File: src/rtl/logic_loader_pkg.sv
// Shared types and constants for the logic-config loader: FSM states, bus request record, address layout.
// Latency: n/a (declarations only). Backpressure: n/a.
package logic_loader_pkg;

    localparam int NUM_GATES     = 8;
    localparam int REGS_PER_GATE = 5;

    localparam logic [3:0] WSTRB_BYTE0 = 4'b0001;
    localparam logic [3:0] WSTRB_READ  = 4'b0000;

    // Gate index lands in the upper address byte, register index in the lower.
    localparam int GATE_LSB = 8;
    localparam int REG_LSB  = 0;

    typedef enum logic [2:0] {
        ST_IDLE,
        ST_GET_BYTE,
        ST_WRITE,
        ST_CHECK,
        ST_READ,
        ST_FINISH
    } state_e;

    typedef struct packed {
        logic [15:0] addr;
        logic [31:0] wdata;
        logic [3:0]  wstrb;
    } mem_req_t;

    function automatic logic [15:0] cfg_offset(input logic [2:0] gate, input logic [2:0] regi);
        cfg_offset = (16'(gate) << GATE_LSB) | (16'(regi) << REG_LSB);
    endfunction

endpackage

File: src/rtl/mem_initiator.sv
// Single-outstanding valid/ready bus initiator; holds addr/wdata/wstrb stable until ready is sampled.
// Latency: req_vld -> mem_valid next cycle; cpl_vld is combinational on the cycle mem_ready is sampled.
// Backpressure: waits indefinitely for mem_ready; always idles one cycle after completion before a new request.
module mem_initiator
    import logic_loader_pkg::*;
(
    input  logic        clk,
    input  logic        resetn,
    input  logic        req_vld,
    input  mem_req_t    req_dat,
    output logic        cpl_vld,
    output logic [31:0] cpl_dat,
    output logic        mem_valid,
    input  logic        mem_ready,
    output logic [15:0] mem_addr,
    output logic [31:0] mem_wdata,
    output logic [3:0]  mem_wstrb,
    input  logic [31:0] mem_rdata
);

    logic     valid_q, valid_d;
    mem_req_t req_q, req_d;

    // A request is only loaded while the bus is idle, so the cycle after a
    // completion always shows valid low even if a new request is pending.
    always_comb begin
        valid_d = valid_q;
        req_d   = req_q;
        if (valid_q) begin
            if (mem_ready) begin
                valid_d = 1'b0;
            end
        end else if (req_vld) begin
            valid_d = 1'b1;
            req_d   = req_dat;
        end
    end

    always_ff @(posedge clk or negedge resetn) begin
        if (!resetn) begin
            valid_q <= 1'b0;
            req_q   <= '0;
        end else begin
            valid_q <= valid_d;
            req_q   <= req_d;
        end
    end

    assign cpl_vld   = valid_q && mem_ready;
    assign cpl_dat   = mem_rdata;
    assign mem_valid = valid_q;
    assign mem_addr  = req_q.addr;
    assign mem_wdata = req_q.wdata;
    assign mem_wstrb = req_q.wstrb;

endmodule

File: src/rtl/logic_config_loader.sv
// Streams 40 config bytes into the logic peripheral as byte writes, then reads back its status word.
// Latency: byte accepted at T -> mem_valid at T+1; 3 cycles/byte with a 1-cycle responder. Optional LOGIC_LOADER_CHECKSUM_EN adds an XOR check byte.
// Backpressure: s_ready is low while a write is outstanding; responder latency is unbounded, no timeout.
module logic_config_loader #(
    parameter logic [15:0] BASE_ADDR     = 16'h0000,
    parameter int          NUM_GATES     = logic_loader_pkg::NUM_GATES,
    parameter int          REGS_PER_GATE = logic_loader_pkg::REGS_PER_GATE
) (
    input  logic        clk,
    input  logic        resetn,
    input  logic        start,
    input  logic [7:0]  s_data,
    input  logic        s_valid,
    output logic        s_ready,
    output logic        mem_valid,
    input  logic        mem_ready,
    output logic [15:0] mem_addr,
    output logic [31:0] mem_wdata,
    output logic [3:0]  mem_wstrb,
    input  logic [31:0] mem_rdata,
    output logic        busy,
    output logic        done,
    output logic        err,
    output logic [31:0] snapshot
);

    import logic_loader_pkg::*;

    localparam logic [2:0] LAST_GATE = 3'(NUM_GATES - 1);
    localparam logic [2:0] LAST_REG  = 3'(REGS_PER_GATE - 1);

    state_e      state_q, state_d;
    logic [2:0]  gate_q, gate_d;
    logic [2:0]  reg_idx_q, reg_idx_d;
    logic        s_ready_q, s_ready_d;
    logic        busy_q, busy_d;
    logic        done_q, done_d;
    logic [31:0] snapshot_q, snapshot_d;

    logic        s_hs;
    logic        req_vld;
    mem_req_t    req_dat;
    mem_req_t    wr_req;
    mem_req_t    rd_req;
    logic        cpl_vld;
    logic [31:0] cpl_dat;

`ifdef LOGIC_LOADER_CHECKSUM_EN
    logic [7:0]  xor_q, xor_d;
    logic        err_q, err_d;
`endif

    assign s_hs = s_valid && s_ready_q;

    always_comb begin
        wr_req       = '0;
        wr_req.addr  = BASE_ADDR + cfg_offset(gate_q, reg_idx_q);
        wr_req.wdata = {24'h0, s_data};
        wr_req.wstrb = WSTRB_BYTE0;
        rd_req       = '0;
        rd_req.addr  = BASE_ADDR;
        rd_req.wstrb = WSTRB_READ;
    end

    always_comb begin
        state_d    = state_q;
        gate_d     = gate_q;
        reg_idx_d  = reg_idx_q;
        done_d     = done_q;
        snapshot_d = snapshot_q;
        req_vld    = 1'b0;
        req_dat    = wr_req;
`ifdef LOGIC_LOADER_CHECKSUM_EN
        xor_d      = xor_q;
        err_d      = err_q;
`endif
        case (state_q)
            ST_IDLE: begin
                if (start) begin
                    state_d   = ST_GET_BYTE;
                    gate_d    = 3'd0;
                    reg_idx_d = 3'd0;
                    done_d    = 1'b0;
`ifdef LOGIC_LOADER_CHECKSUM_EN
                    xor_d     = 8'h00;
                    err_d     = 1'b0;
`endif
                end
            end
            // The write is launched on the same edge the byte is taken, so the
            // byte never needs a holding register of its own.
            ST_GET_BYTE: begin
                if (s_hs) begin
                    req_vld = 1'b1;
                    state_d = ST_WRITE;
`ifdef LOGIC_LOADER_CHECKSUM_EN
                    xor_d   = xor_q ^ s_data;
`endif
                end
            end
            ST_WRITE: begin
                if (cpl_vld) begin
                    state_d = ST_GET_BYTE;
                    if (reg_idx_q == LAST_REG) begin
                        reg_idx_d = 3'd0;
                        if (gate_q == LAST_GATE) begin
`ifdef LOGIC_LOADER_CHECKSUM_EN
                            state_d = ST_CHECK;
`else
                            state_d = ST_READ;
`endif
                        end else begin
                            gate_d = gate_q + 3'd1;
                        end
                    end else begin
                        reg_idx_d = reg_idx_q + 3'd1;
                    end
                end
            end
`ifdef LOGIC_LOADER_CHECKSUM_EN
            ST_CHECK: begin
                req_dat = rd_req;
                if (s_hs) begin
                    req_vld = 1'b1;
                    state_d = ST_READ;
                    if (s_data != xor_q) begin
                        err_d = 1'b1;
                    end
                end
            end
`endif
            // Entered straight from a write completion: the request is raised
            // only once the bus has shown its idle cycle.
            ST_READ: begin
                req_dat = rd_req;
                if (!mem_valid) begin
                    req_vld = 1'b1;
                end
                if (cpl_vld) begin
                    snapshot_d = cpl_dat;
                    state_d    = ST_FINISH;
                end
            end
            ST_FINISH: begin
                done_d  = 1'b1;
                state_d = ST_IDLE;
            end
            default: begin
                state_d = ST_IDLE;
            end
        endcase
        s_ready_d = (state_d == ST_GET_BYTE) || (state_d == ST_CHECK);
        busy_d    = (state_d != ST_IDLE);
    end

    always_ff @(posedge clk or negedge resetn) begin
        if (!resetn) begin
            state_q    <= ST_IDLE;
            gate_q     <= 3'd0;
            reg_idx_q  <= 3'd0;
            s_ready_q  <= 1'b0;
            busy_q     <= 1'b0;
            done_q     <= 1'b0;
            snapshot_q <= 32'h0;
        end else begin
            state_q    <= state_d;
            gate_q     <= gate_d;
            reg_idx_q  <= reg_idx_d;
            s_ready_q  <= s_ready_d;
            busy_q     <= busy_d;
            done_q     <= done_d;
            snapshot_q <= snapshot_d;
        end
    end

`ifdef LOGIC_LOADER_CHECKSUM_EN
    always_ff @(posedge clk or negedge resetn) begin
        if (!resetn) begin
            xor_q <= 8'h00;
            err_q <= 1'b0;
        end else begin
            xor_q <= xor_d;
            err_q <= err_d;
        end
    end

    assign err = err_q;
`else
    assign err = 1'b0;
`endif

    mem_initiator u_mem_initiator (
        .clk       (clk),
        .resetn    (resetn),
        .req_vld   (req_vld),
        .req_dat   (req_dat),
        .cpl_vld   (cpl_vld),
        .cpl_dat   (cpl_dat),
        .mem_valid (mem_valid),
        .mem_ready (mem_ready),
        .mem_addr  (mem_addr),
        .mem_wdata (mem_wdata),
        .mem_wstrb (mem_wstrb),
        .mem_rdata (mem_rdata)
    );

    assign s_ready  = s_ready_q;
    assign busy     = busy_q;
    assign done     = done_q;
    assign snapshot = snapshot_q;

endmodule
File: config.mk
export PLATFORM = sky130hd
export DESIGN_NAME = logic_config_loader
export DESIGN_NICKNAME = d
export VERILOG_FILES = /design/src/rtl/logic_loader_pkg.sv /design/src/rtl/mem_initiator.sv /design/src/rtl/logic_config_loader.sv
export SDC_FILE = /design/constraint.sdc
export NUM_CORES = 1
export LEC_CHECK = 0
export ABC_AREA = 1
export CORE_MARGIN = 8
export CORE_UTILIZATION = 37
export DETAILED_ROUTE_END_ITERATION = 10
export HOLD_SLACK_MARGIN = 0.12
export PLACE_DENSITY = 0.77
export SYNTH_ARGS = -nofsm -noshare
export SYNTH_HDL_FRONTEND = slang
export SYNTH_SLANG_ARGS = --single-unit
File: constraint.sdc
create_clock -name clk -period 1.6 [get_ports clk]
set_clock_uncertainty 0.2 [all_clocks]
set_input_delay 0.32 -clock clk [delete_from_list [all_inputs] [get_ports clk]]
set_output_delay 0.32 -clock clk [all_outputs]
set_load 0.02 [all_outputs]
==> results of run 1 <==
-- sequential cells by signal, indices dropped and copies added, names as in the netlist --
name,flops
done,1
u_mem_initiator.mem_wdata,8
gate_q,3
s_ready,1
reg_idx_q,3
u_mem_initiator.mem_wstrb,1
state_q,3
snapshot,32
u_mem_initiator.mem_addr,6
u_mem_initiator.mem_valid,1
busy,1
-- per-stage QoR --
stage / TNS (ns) / util [%]
2_1_floorplan: 0 / -
3_3_place_gp: -9.86 / 52.0
3_5_place_dp: -11.38 / 52.0
4_1_cts: 0 / 53.6
5_1_grt: -0.144 / 54.6
6_report: 0 / 54.6
-- cell type report --
cell class	instances	area (µm²)
repair buffers	110	1050
clock buffers	13	159
multi-input cells	238	1060
fillers	678	3290
well taps	99	124
inverters	13	48.8
flip-flops and latches	60	1500
clock inverters	2	10.0
-- path summary, 6_finish.rpt --
check | startpoint | end | cells after the start
max in group asynchronous | resetn | snapshot[8] | 3
worst min-delay path | snapshot[29] | snapshot[29] | 2
worst min register to register | snapshot[29] | snapshot[29] | 2
worst max-delay path | u_mem_initiator.mem_wdata[1] | mem_wdata[1] | 1
min in group asynchronous | resetn | snapshot[31] | 3
worst max register to register | state_q[1] | u_mem_initiator.mem_wdata[3] | 6
-- where the power goes --
part	leakage (nW)	internal [W]	total [W]	switching [W]
sequential	0.816	0.00173	0.00187	0.000143
combinational	1.28	0.000545	0.00142	0.000873
clock	0.0893	0.000634	0.00118	0.000550
-- per-layer routing --
layer,up-vias,share of wire (%),GRT usage (%)
met5,-,0,0
met4,0,1.5,7.11
met3,11,14,7.22
met2,107,43,20.2
met1,1059,41,15.5
li1,1159,-,-
-- layout by cell type, fill, tap and decap left out, drive strengths merged --
cell           count
nand2            145
dfrtp             60
clkdlybuf4s50     43
conb              38
clkdlybuf4s15     30
dlygate4sd2       18
nand4             17
clkbuf            16
buf               15
nand3             12
nor2              12
inv               12
o21ai              5
ha                 4
clkinv             3
nand3b             2
a22o               1
xor2               1
a21oi              1
dlygate4sd3        1
-- synth_stat cells, drive strengths merged --
master and count:
o21ai 5, xor2 1, clkinv 1, nand4 17
buf 44, a21oi 1, conb 1, clkbuf 4
nor2 12, nand2 145, a22o 1, nand3b 2
nand3 12, inv 12, dfrtp 60, ha 4
-- timing repair --
item                                   4_1_cts  5_1_grt
endpoints found under the hold margin       60        0
buffers inserted                             0        1
hold buffers                                 1        0
setup endpoints to repair                   51       61
pin swaps                                    0        2
gates resized for setup                     52       47
gates cloned                                 0        0
-- tightest hold or removal path: stages (launching register included) --
cell and delay (ns):
dfrtp_1 0.34, nand2_1 0.05, nand2_1 0.05
-- cell families (layout without fill, tap and decap cells) --
| group | Yosys count | count (layout) | synth area share, % |
|---|---|---|---|
| and+or+nand+nor | 188 | 188 | 28.3 |
| buffers and inverters | 61 | 138 | 14.0 |
| DFF | 60 | 60 | 54.1 |
| AOI/OAI and AO/OA | 7 | 7 | 1.40 |
| adders and majority gates | 4 | 4 | 1.80 |
| other | 1 | 38 | 0.135 |
| xor gates and xnor gates | 1 | 1 | 0.316 |
==> metrics.cfg, run 1 <==
[global_route]
grt_remaining_overflow = 0
grt_pass1_vias = 2428
grt_max_degree = 61
grt_usage_pct = 13.6
antenna_found_initial = 0
grt_pass1_wl_um = 11000

[job]
max-cap-violations = 0

[floorplan]
ioPinCount = 134
rows = 31
die_y_um = 103
coreArea_um2 = 7250
die_w_um = 103
initial_core_util_pct = 38.3
die_area_um2 = 10500

[routing]
routed_wl_um = 7220
first_iter_violations = 130
drt_pass1_iterations = 4
wl_per_cell_um = 13.5
avgViaCountPerCell = 4.37
detailroute.via_count = 2336
post-route-drc-count = 0
antenna_left = 0

[setup_path]
crit_family = flip-flops
cp_num_buf_inv = 1
critPathMaxStageDelay_ns = 0.38
path_class = register to output port
cp_cell_sequence = dlygate4sd2_1
cp_max_fo = 2
cp-end-kind = output port
cp_slowest_cell = dfrtp_1
start_kind = register
cp.arrival_ns = 1.04
required_ns = 1.08
rrSetupSlack_ns = 0.08

[finish]
final_cells = 535
nNetsFinal = 481
n_antenna_cell = 0
stdcell_area_um2 = 3960
layout-drive-gt1-share_pct = 11.0
syn2layout_area_growth_pct = 42.6

[cts]
clk_path_buf_depth = 2
cts.clk_slew.worst_paths_ns = 0.06
h-tree-depth = 3
clock_latency_ns = 0.33
numClockSinks = 60
root_buffer = clkbuf_8
cts_tree = done
cts_buffers = 9

[placed_design]
place_area_um2 = 3770
post-place-cells = 518
preCtsSetupSlack_ns = -0.261
numPortBuffers = 95
gp_congestion = 0.748
place_hpwl_um = 5300

[sta]
period_share_pct = 97.6
rsz0062_at_grt = true
fin_crit_ns = 1.56
drv_slew = 0
max_freq_mhz = 641
whs_ns = 0.275
hold_viol_final = 0
worst_slack_ns = 0.0390
setup_viol = 0

[logic_synthesis]
synthCells = 322
yosysTopAreaCell = dfrtp_1
syn_area_um2 = 2780
synth_top_area_share_pct = 54.1
seq_area_frac_synth_pct = 54.1
yosysWarnings = 0
synth_cell_types = 23
synth-seq-cells = 60
synth_area_leaders = dfrtp_1, nand2_1, buf_4
avgSynthCellArea_um2 = 8.62

[pwr]
leakagePower_nw = 2.18
ir_worst_vdd_uv = 421
total_power_w = 0.00447
cellPowerDensity_nw_per_um2 = 1130

[status]
status = finished clean

[min_path]
hp-class = register to register

No activity file was read; power rests on OpenSTA's default activity.
==> run 2, diff against run 1 <==
- CAP_MARGIN: default -> 40
==> results of run 2 <==
Final layout, timing and power as in run 1 (identical DEF).
==> run 3, diff against run 2 <==
- GPL_TIMING_DRIVEN: default -> 0
==> metrics.cfg, run 3 (same netlist as run 1, synthesis figures left out) <==
[status]
status = finished clean

[finish]
final_util_pct = 59.9  ; +5.3 points
syn2layout_area_growth_pct = 56.6
n_antenna_cell = 0  ; unchanged
n_fill_cell = 632  ; -6.8%
largest_reg_flops = 32  ; unchanged
layout_commonest_cell = nand2_1
nNetsFinal = 526  ; +9.4%
layout-drive-gt1-share_pct = 21.6  ; +11 points
final_cell_mix = nand2_1, dfrtp_1, buf_4
final_cells = 581  ; +8.6%
stdcell_area_um2 = 4350  ; +9.8%

[cts]
cts_buffers = 9  ; unchanged
clk_path_buf_depth = 2  ; unchanged
numClockSinks = 60  ; unchanged
clock_latency_ns = 0.33  ; about the same
root_buffer = clkbuf_8
cts_tree = done
h-tree-depth = 3  ; unchanged
cts.clk_slew.worst_paths_ns = 0.07  ; about the same

[sta]
period_share_pct = 97.5  ; about the same
whs_ns = 0.272  ; -0.00246 ns
hold_viol_final = 0  ; unchanged
rsz0062_at_grt = true
drv_slew = 0  ; unchanged
max_freq_mhz = 641  ; about the same
worst_pin_slew_ns = 0.670
fin_crit_ns = 1.56  ; -0.000767 ns
setup_viol = 0  ; unchanged
relSlewSlack_pct = 55.3
worst_slack_ns = 0.0398  ; +0.000767 ns

[routing]
avgViaCountPerCell = 4.30  ; -1.5%
antenna_left = 0  ; unchanged
drt_pass1_iterations = 4  ; unchanged
routed_wl_um = 7430  ; +2.9%
detailroute.via_count = 2499  ; +7.0%
first_iter_violations = 73  ; -44%
post-route-drc-count = 0  ; unchanged
wl_per_cell_um = 12.8  ; -5.2%

[setup_path]
cp-end-kind = output port
required_ns = 1.08  ; about the same
crit_family = flip-flops
cp_cell_sequence = dlygate4sd2_1
rr_endpoint = snapshot[16]
cp_num_buf_inv = 1  ; unchanged
critPathMaxStageDelay_ns = 0.38  ; about the same
r2r_start = state_q[1]
reg2reg_depth = 7  ; +1
cp.arrival_ns = 1.04  ; about the same
cp_slowest_cell = dfrtp_1
rrSetupSlack_ns = 0.05  ; -0.03 ns
path_class = register to output port
start_kind = register
cp_max_fo = 2  ; unchanged

[placed_design]
place_hpwl_um = 5570  ; +4.9%
place_area_um2 = 4010  ; +6.3%
gp_congestion = 0.767  ; +2.5%
post-place-cells = 554  ; +6.9%
numPortBuffers = 95  ; unchanged
preCtsSetupSlack_ns = -0.378  ; -0.117 ns

[job]
max-cap-violations = 0  ; unchanged

[pwr]
swShare_pct = 35.4  ; +0.39 points
p_int_w = 0.00300  ; +3.2%
p_switching_w = 0.00164  ; +5.0%
seqPwrFrac_pct = 40.2  ; -1.7 points
leakagePower_nw = 2.46  ; +13%
ir_worst_vdd_uv = 465  ; +10%
cellPowerDensity_nw_per_um2 = 1070  ; -5.5%
p_clk_share_pct = 25.1  ; -1.3 points
pwr-share-comb_pct = 34.6  ; +2.9 points

[min_path]
hold_path_depth = 2  ; unchanged
hold_start = u_mem_initiator.mem_wstrb[0]
hp-class = register to register
holdPathEnd = u_mem_initiator.mem_wstrb[0]

[floorplan]
die_area_um2 = 10500  ; unchanged
die_y_um = 103  ; unchanged
initial_core_util_pct = 38.3  ; unchanged
rows = 31  ; unchanged
die_w_um = 103  ; unchanged
coreArea_um2 = 7250  ; unchanged
ioPinCount = 134  ; unchanged

[global_route]
grt_max_degree = 33  ; -46%
grt_remaining_overflow = 0  ; unchanged
grt_pass1_wl_um = 11700  ; +6.1%
grt_pass1_vias = 2506  ; +3.2%
antenna_found_initial = 0  ; unchanged
grt_usage_pct = 14.2  ; +0.59 points

[run 3: changes by cell type in the layout (fill, tap and decap cells not counted), moves of 2 or more]
| cell | before | now |
|---|---|---|
| dlygate4sd2_1 | 18 | 28 |
| clkdlybuf4s15_1 | 30 | 20 |
| inv_4 | 0 | 2 |
| inv_2 | 5 | 3 |
| buf_4 | 11 | 52 |
| dfrtp_2 | 0 | 3 |
| dfrtp_1 | 60 | 57 |
| buf_8 | 0 | 2 |
| nand2_1 | 141 | 139 |
| nor2_1 | 8 | 6 |
| clkinv_2 | 2 | 4 |
| nor2_4 | 1 | 3 |
[run 3: power groups by stage]
stage	combinational, W	sequential, W	clock, W
after global placement	0.00142	0.00189	0
after detailed placement	0.00145	0.00190	0
final	0.00161	0.00187	0.00117
after global routing	0.00176	0.00190	0.00128
after floorplan	0.000644	0.00208	0
after CTS	0.00140	0.00187	0.00120
[run 3: layout make-up]
cell class / instances / area, µm² / area share (%)
plain buffers: 47 / 369 / 8.49
flip-flops and latches: 60 / 1510 / 34.6
clock buffers: 11 / 141 / 3.25
repair buffers: 108 / 1010 / 23.2
inverters: 13 / 53.8 / 1.24
well taps: 99 / 124 / 2.85
multi-input cells: 238 / 1120 / 25.7
clock inverters: 5 / 27.5 / 0.633
[run 3: stage by stage]
step / setup TNS [ns] / power (W)
floorplan: 0 / 0.00273
global placement: -129.38 / 0.00331
detailed placement: -15.98 / 0.00334
CTS: -0.225 / 0.00447
global route: -0.531 / 0.00495
finish: 0 / 0.00465
[run 3: timing repair]
item / in CTS / in global routing
cloned: 0 / 0
hold buffers: 1 / 0
resized for setup: 57 / 73
setup buffers: 2 / 9
pin swaps: 1 / 10
endpoints found under the hold margin: 28 / 0
setup endpoints to repair: 85 / 74
[run 3: worst max path at each step]
stage	start	to	slack, ns	cells past startpoint
after floorplan	gate_q[0]	gate_q[0]	0.03	6
after global placement	resetn	u_mem_initiator.mem_wdata[5]	-1.92	1
after detailed placement	mem_ready	snapshot[16]	-0.38	8
after CTS	mem_ready	snapshot[28]	-0.02	8
after global routing	state_q[1]	snapshot[3]	-0.04	6
final	u_mem_initiator.mem_wdata[0]	mem_wdata[0]	0.04	1
[run 3: metal layers]
metal  vias to the layer above  global-route usage (%)  share of wire (%)
met2                       121                    20.8                 43
met4                         0                    6.21                1.9
met5                         -                       0                  0
met3                        16                    8.98                 16
li1                       1251                       -                  -
met1                      1111                    16.0                 39
